--- config.mk ---
export PLATFORM = sky130hd
export DESIGN_NAME = ie_sequencer
export DESIGN_NICKNAME = d
export VERILOG_FILES = /design/src/rtl/ie_sequencer.sv
export SDC_FILE = /design/constraint.sdc
export NUM_CORES = 1
export LEC_CHECK = 0
export CAP_MARGIN = 30
export CORE_UTILIZATION = 40
export DETAILED_ROUTE_END_ITERATION = 8
export PLACE_DENSITY_LB_ADDON = 0.25
export SLEW_MARGIN = 20
export SYNTH_ARGS = -nofsm -noshare
export SYNTH_HDL_FRONTEND = slang
export SYNTH_SLANG_ARGS = --single-unit
export TNS_END_PERCENT = 5
--- constraint.sdc ---
create_clock -name clk -period 1.6 [get_ports clk]
set_input_delay 0.24 -clock clk [delete_from_list [all_inputs] [get_ports clk]]
set_output_delay 0.24 -clock clk [all_outputs]
set_load 0.02 [all_outputs]
--- src/rtl/ie_sequencer.sv ---
// Instruction-execution sequencer: walks one decoded instruction through memory read, ALU, memory write and stack beats.
// Latency: start->done 1 (nop), 2 (ALU/branch), 3 (load/store/push/pull), 4 (jsr/rts), 5 (rti/break) with mem_ready high.
// Backpressure: every memory beat holds its request until mem_ready; start is only taken while ready=1.
module ie_sequencer (
    input  logic       clk,
    input  logic       reset_n,
    input  logic       start,
    input  logic       is_load,
    input  logic       is_store,
    input  logic       is_branch,
    input  logic       is_jsr,
    input  logic       is_rts,
    input  logic       is_rti,
    input  logic       is_break,
    input  logic       is_stack_op,
    input  logic       is_nop,
    input  logic       stack_pull,
    input  logic       branch_taken,
    input  logic       mem_ready,
    output logic       ready,
    output logic       mem_rd_en,
    output logic       mem_wr_en,
    output logic       stack_push,
    output logic       stack_pop,
    output logic       alu_en,
    output logic       pc_load,
    output logic       done,
    output logic [2:0] state
);

    typedef enum logic [2:0] {
        IDLE   = 3'd0,
        MEM_RD = 3'd1,
        EXEC   = 3'd2,
        MEM_WR = 3'd3,
        STACK  = 3'd4,
        DONE   = 3'd5
    } state_t;

    state_t     state_q, state_d;
    logic [1:0] cnt_q, cnt_d;        // remaining stack beats
    logic       push_q, push_d;      // stack direction: 1=push, 0=pop
    logic       store_q, store_d;
    logic       branch_q, branch_d;
    logic       reload_q, reload_d;  // jsr/rts/rti/break always reload the PC
    logic       taken_q, taken_d;    // branch outcome captured in EXEC

    logic ready_q, ready_d;
    logic rd_q, rd_d;
    logic wr_q, wr_d;
    logic push_o_q, push_o_d;
    logic pop_o_q, pop_o_d;
    logic alu_q, alu_d;
    logic pc_q, pc_d;
    logic done_q, done_d;

    // Next-state, instruction latch and registered-output decode.
    // Outputs are decoded from the next state so they line up with the state they describe.
    always_comb begin
        state_d  = state_q;
        cnt_d    = cnt_q;
        push_d   = push_q;
        store_d  = store_q;
        branch_d = branch_q;
        reload_d = reload_q;
        taken_d  = taken_q;

        case (state_q)
            IDLE: begin
                if (start) begin
                    store_d  = is_store;
                    branch_d = is_branch;
                    reload_d = is_jsr | is_rts | is_rti | is_break;
                    taken_d  = 1'b0;
                    // Stack beat count and direction follow the same precedence.
                    if (is_break) begin
                        cnt_d = 2'd3; push_d = 1'b1;
                    end else if (is_rti) begin
                        cnt_d = 2'd3; push_d = 1'b0;
                    end else if (is_rts) begin
                        cnt_d = 2'd2; push_d = 1'b0;
                    end else if (is_jsr) begin
                        cnt_d = 2'd2; push_d = 1'b1;
                    end else if (is_stack_op) begin
                        cnt_d = 2'd1; push_d = ~stack_pull;
                    end else begin
                        cnt_d = 2'd0; push_d = 1'b0;
                    end
                    if (is_nop)       state_d = DONE;
                    else if (is_load) state_d = MEM_RD;
                    else              state_d = EXEC;
                end
            end
            MEM_RD: begin
                if (mem_ready) state_d = EXEC;
            end
            EXEC: begin
                taken_d = branch_q & branch_taken;
                if (store_q)            state_d = MEM_WR;
                else if (cnt_q != 2'd0) state_d = STACK;
                else                    state_d = DONE;
            end
            MEM_WR: begin
                if (mem_ready) state_d = (cnt_q != 2'd0) ? STACK : DONE;
            end
            STACK: begin
                if (mem_ready) begin
                    cnt_d = cnt_q - 2'd1;
                    if (cnt_q <= 2'd1) state_d = DONE;
                end
            end
            DONE:    state_d = IDLE;
            default: state_d = IDLE;
        endcase

        ready_d  = (state_d == IDLE);
        rd_d     = (state_d == MEM_RD) || ((state_d == STACK) && !push_d);
        wr_d     = (state_d == MEM_WR) || ((state_d == STACK) && push_d);
        push_o_d = (state_d == STACK) && push_d;
        pop_o_d  = (state_d == STACK) && !push_d;
        alu_d    = (state_d == EXEC);
        done_d   = (state_d == DONE);
        pc_d     = (state_d == DONE) && (reload_d || taken_d);
    end

    // State, latched instruction attributes and output registers.
    always_ff @(posedge clk or negedge reset_n) begin
        if (!reset_n) begin
            state_q  <= IDLE;
            cnt_q    <= 2'd0;
            push_q   <= 1'b0;
            store_q  <= 1'b0;
            branch_q <= 1'b0;
            reload_q <= 1'b0;
            taken_q  <= 1'b0;
            ready_q  <= 1'b1;
            rd_q     <= 1'b0;
            wr_q     <= 1'b0;
            push_o_q <= 1'b0;
            pop_o_q  <= 1'b0;
            alu_q    <= 1'b0;
            pc_q     <= 1'b0;
            done_q   <= 1'b0;
        end else begin
            state_q  <= state_d;
            cnt_q    <= cnt_d;
            push_q   <= push_d;
            store_q  <= store_d;
            branch_q <= branch_d;
            reload_q <= reload_d;
            taken_q  <= taken_d;
            ready_q  <= ready_d;
            rd_q     <= rd_d;
            wr_q     <= wr_d;
            push_o_q <= push_o_d;
            pop_o_q  <= pop_o_d;
            alu_q    <= alu_d;
            pc_q     <= pc_d;
            done_q   <= done_d;
        end
    end

    assign ready      = ready_q;
    assign mem_rd_en  = rd_q;
    assign mem_wr_en  = wr_q;
    assign stack_push = push_o_q;
    assign stack_pop  = pop_o_q;
    assign alu_en     = alu_q;
    assign pc_load    = pc_q;
    assign done       = done_q;
    assign state      = state_q;

endmodule

==> impl_metrics.py <==
metrics = {
    "status": {
        "status": "complete, but fails checks",
        "violations": "negative setup slack",
    },
    "global_routing": {
        "overflow": 0,
        "antenna_found_initial": 0,
        "grt_pass1_wl_mm": 3.61,
        "grt_usage_pct": 19.1,
        "grt_max_degree": 19,
        "grt_pass1_vias": 814,
    },
    "floorplanning": {
        "core_area_sq_mm": 0.00221,
        "dieHeight_um": 50.4,
        "io_pins": 26,
        "design.die.area_sq_mm": 0.00254,
        "fp-row-count": 17,
        "die_w_um": 50.4,
        "start_util_pct": 42.4,
    },
    "setup_path": {
        "crit_fanout": 7,
        "reg2reg_slack_ps": -80,
        "cp.required_ps": 1790,
        "worstSetupEndpoint": "mem_wr_en$_DFF_PN0_",
        "rr_startpoint": "state[0]$_DFF_PN0_",
        "critPathLaunchType": "flop",
        "endpoint_kind": "flop",
        "arrival_ps": 1870,
        "cp.depth": 4,
        "path_buf_inv": 0,
        "criticalPathCategory": "flop to flop",
        "crit_chain": "or4b_4 > o22a_4 > and3_4 > a22o_1",
        "cpPeakStageDelay_ps": 500,
        "crit_start": "state[0]$_DFF_PN0_",
        "critPathSlowestCell": "or4b_4",
        "reg2reg_to": "mem_wr_en$_DFF_PN0_",
        "critPathTopFamily": "simple AND/OR/NAND/NOR gates",
        "reg2reg_depth": 4,
    },
    "detailed_routing": {
        "wl_per_cell_um": 13.1,
        "drt_iter0_markers": 12,
        "drc": 0,
        "met1Wirelength_um": 930,
        "highest-signal-layer": "met4",
        "route.met2.wl_um": 992,
        "totalWireLength_mm": 2.07,
        "first_pass_iters": 4,
        "vias_per_cell": 5.14,
        "wl_met3_um": 80,
        "postRouteAntennaNets": 0,
        "num_vias": 812,
    },
    "sta": {
        "fin_setup_tns_ps": -255,
        "hold_viol": 0,
        "period_needed_ps": 1680,
        "final-max-slew-violation-count": 0,
        "worst_pin_slew_ps": 499,
        "fmax_mhz": 596,
        "fin_crit_sh_pct": 105,
        "finalSetupViolations": 6,
        "clock_skew_ps": 11.0,
        "setup_ws_ps": -78.1,
        "max_slew_margin_pct": 66.4,
        "rsz0062_at_grt": "yes",
    },
    "clock_network": {
        "htreeDepth": 1,
        "clk_latency_ps": 300,
        "clockBufferDepth": 2,
        "clkTransAtPathRegs_ps": 110,
        "cts_tree": "built",
        "ctsHoldBuffers": 0,
        "cts_buffers": 3,
        "cts.sinks": 18,
        "cts-root-buf": "clkbuf_4",
    },
    "yosys": {
        "synth_seq_cells": 18,
        "synth_top_family_by_area": "simple AND/OR/NAND/NOR gates",
        "synth_xor_area_share_pct": 0,
        "synth-edff-count": 0,
        "synth_simple_gate_area_share_pct": 28.0,
        "synth_compound_area_share_pct": 16.7,
        "async_flop_share_pct": 100,
        "yosysSeqAreaShare_pct": 48.2,
        "synth_cell_types": 39,
        "synth_area_per_cell_sq_um": 11.0,
        "synth_fp_nets": 101,
        "syn_area_sq_um": 937,
        "syn_inst": 85,
        "ys.flop_type": "dfrtp_1",
        "synth_mux_area_share_pct": 1.07,
        "yosys_warnings": 0,
        "synthAdderAreaFrac_pct": 1.34,
    },
    "placed_design": {
        "gp_congestion": 0.794,
        "place_area_sq_mm": 0.00133,
        "pre_cts_ws_ps": -389,
        "dp.cells": 154,
        "hpwlAfterDp_mm": 1.62,
        "numPortBuffers": 25,
    },
    "worst_hold_path": {
        "hp-class": "primary input to async pin",
    },
    "power": {
        "power_leakage_nw": 0.630,
        "vdd_drop_max_v": 0.00106,
        "total_power_w": 0.00246,
        "power.density_mw_per_mm2": 1780,
    },
    "run": {
        "max-cap-violations": 0,
    },
    "cells_and_area": {
        "final_cell_mix": "21 x clkdlybuf4s50_1, 19 x buf_4, 16 x dfrtp_1",
        "diodes": 0,
        "multi_input_area_sq_um": 467,
        "final_nets": 147,
        "final_cells": 158,
        "layout_commonest_cell": "clkdlybuf4s50_1",
        "drive_above_1_share_pct": 33.1,
        "seqCellArea_sq_um": 453,
        "final.fill_count": 195,
        "fin_area_sq_mm": 0.00139,
        "area_delta_synth_final_pct": 47.9,
    },
}
-- through the flow --
stage	hold WS, ps	utilization [%]
after floorplan	-55.6	-
after global placement	457	60.1
after detailed placement	459	60.1
after CTS	249	61.9
after global routing	252	62.7
final	244	62.7
-- registers in the layout, indices dropped and copies added, names as in the netlist --
signal      count
state           3
done            1
store_q         1
cnt_q           2
mem_wr_en       1
mem_rd_en       1
taken_q         1
push_q          1
pc_load         1
alu_en          1
reload_q        1
stack_pop       1
ready           1
branch_q        1
stack_push      1
-- worst min-delay path by stage --
stage	startpoint	endpoint	slack (ps)
finish	reset_n	cnt_q[0]$_DFFE_PN0P_	240
global route	reset_n	mem_rd_en$_DFF_PN0_	250
CTS	reset_n	cnt_q[0]$_DFFE_PN0P_	250
detailed placement	branch_q$_DFFE_PN0P_	branch_q$_DFFE_PN0P_	460
global placement	branch_q$_DFFE_PN0P_	branch_q$_DFFE_PN0P_	460
floorplan	reset_n	alu_en$_DFF_PN0_	-60
-- synth_stat cells, drive strengths merged (2+ instances only) --
cell / number / area (sq um)
nand2: 9 / 33.8
nor3: 2 / 10.0
a22o: 2 / 17.5
inv: 2 / 7.51
o21ai: 4 / 20.0
buf: 2 / 22.5
or4b: 2 / 23.8
dfrtp: 17 / 425
a21oi: 3 / 15.0
or2b: 2 / 17.5
nor2: 12 / 45.0
a32o: 2 / 20.0
and3: 2 / 17.5
and2: 2 / 13.8
-- power breakdown --
part / internal [W] / total, W / switching (W)
combinational: 0.000726 / 0.00142 / 0.000695
clock: 0.000139 / 0.000287 / 0.000148
sequential: 0.000653 / 0.000753 / 0.000100
total: 0.00152 / 0.00246 / 0.000943
-- what timing repair did --
| action | CTS | global route |
|---|---|---|
| setup endpoints to repair | 9 | 11 |
| pin swaps | 1 | 1 |
| resized for setup | 6 | 5 |
| setup buffers | 0 | 0 |
-- metal layers --
layer | vias up | global-route usage (%)
met2 | 21 | 30.9
li1 | 396 | -
met4 | 0 | 8.33
met1 | 387 | 24.7
met5 | - | 0
met3 | 8 | 3.94
-- cells by family (layout without fill, tap and decap cells) --
| logic type | count (synthesis) | count (layout) |
|---|---|---|
| buffers and inverters | 5 | 50 |
| AO/OA/AOI/OAI | 20 | 20 |
| adder cells (fa/ha/maj) | 1 | 1 |
| flip-flops | 18 | 18 |
| multiplexers | 1 | 1 |
| AND/OR/NAND/NOR | 40 | 40 |
-- layout make-up --
class | count | area share (%)
timing repair buffer | 44 | 28.0
inverter | 2 | 0.542
sequential | 18 | 32.7
tap | 28 | 2.53
multi-input combinational | 62 | 33.7
clock buffer | 4 | 2.62
No activity file was read; power rests on OpenSTA's default activity.
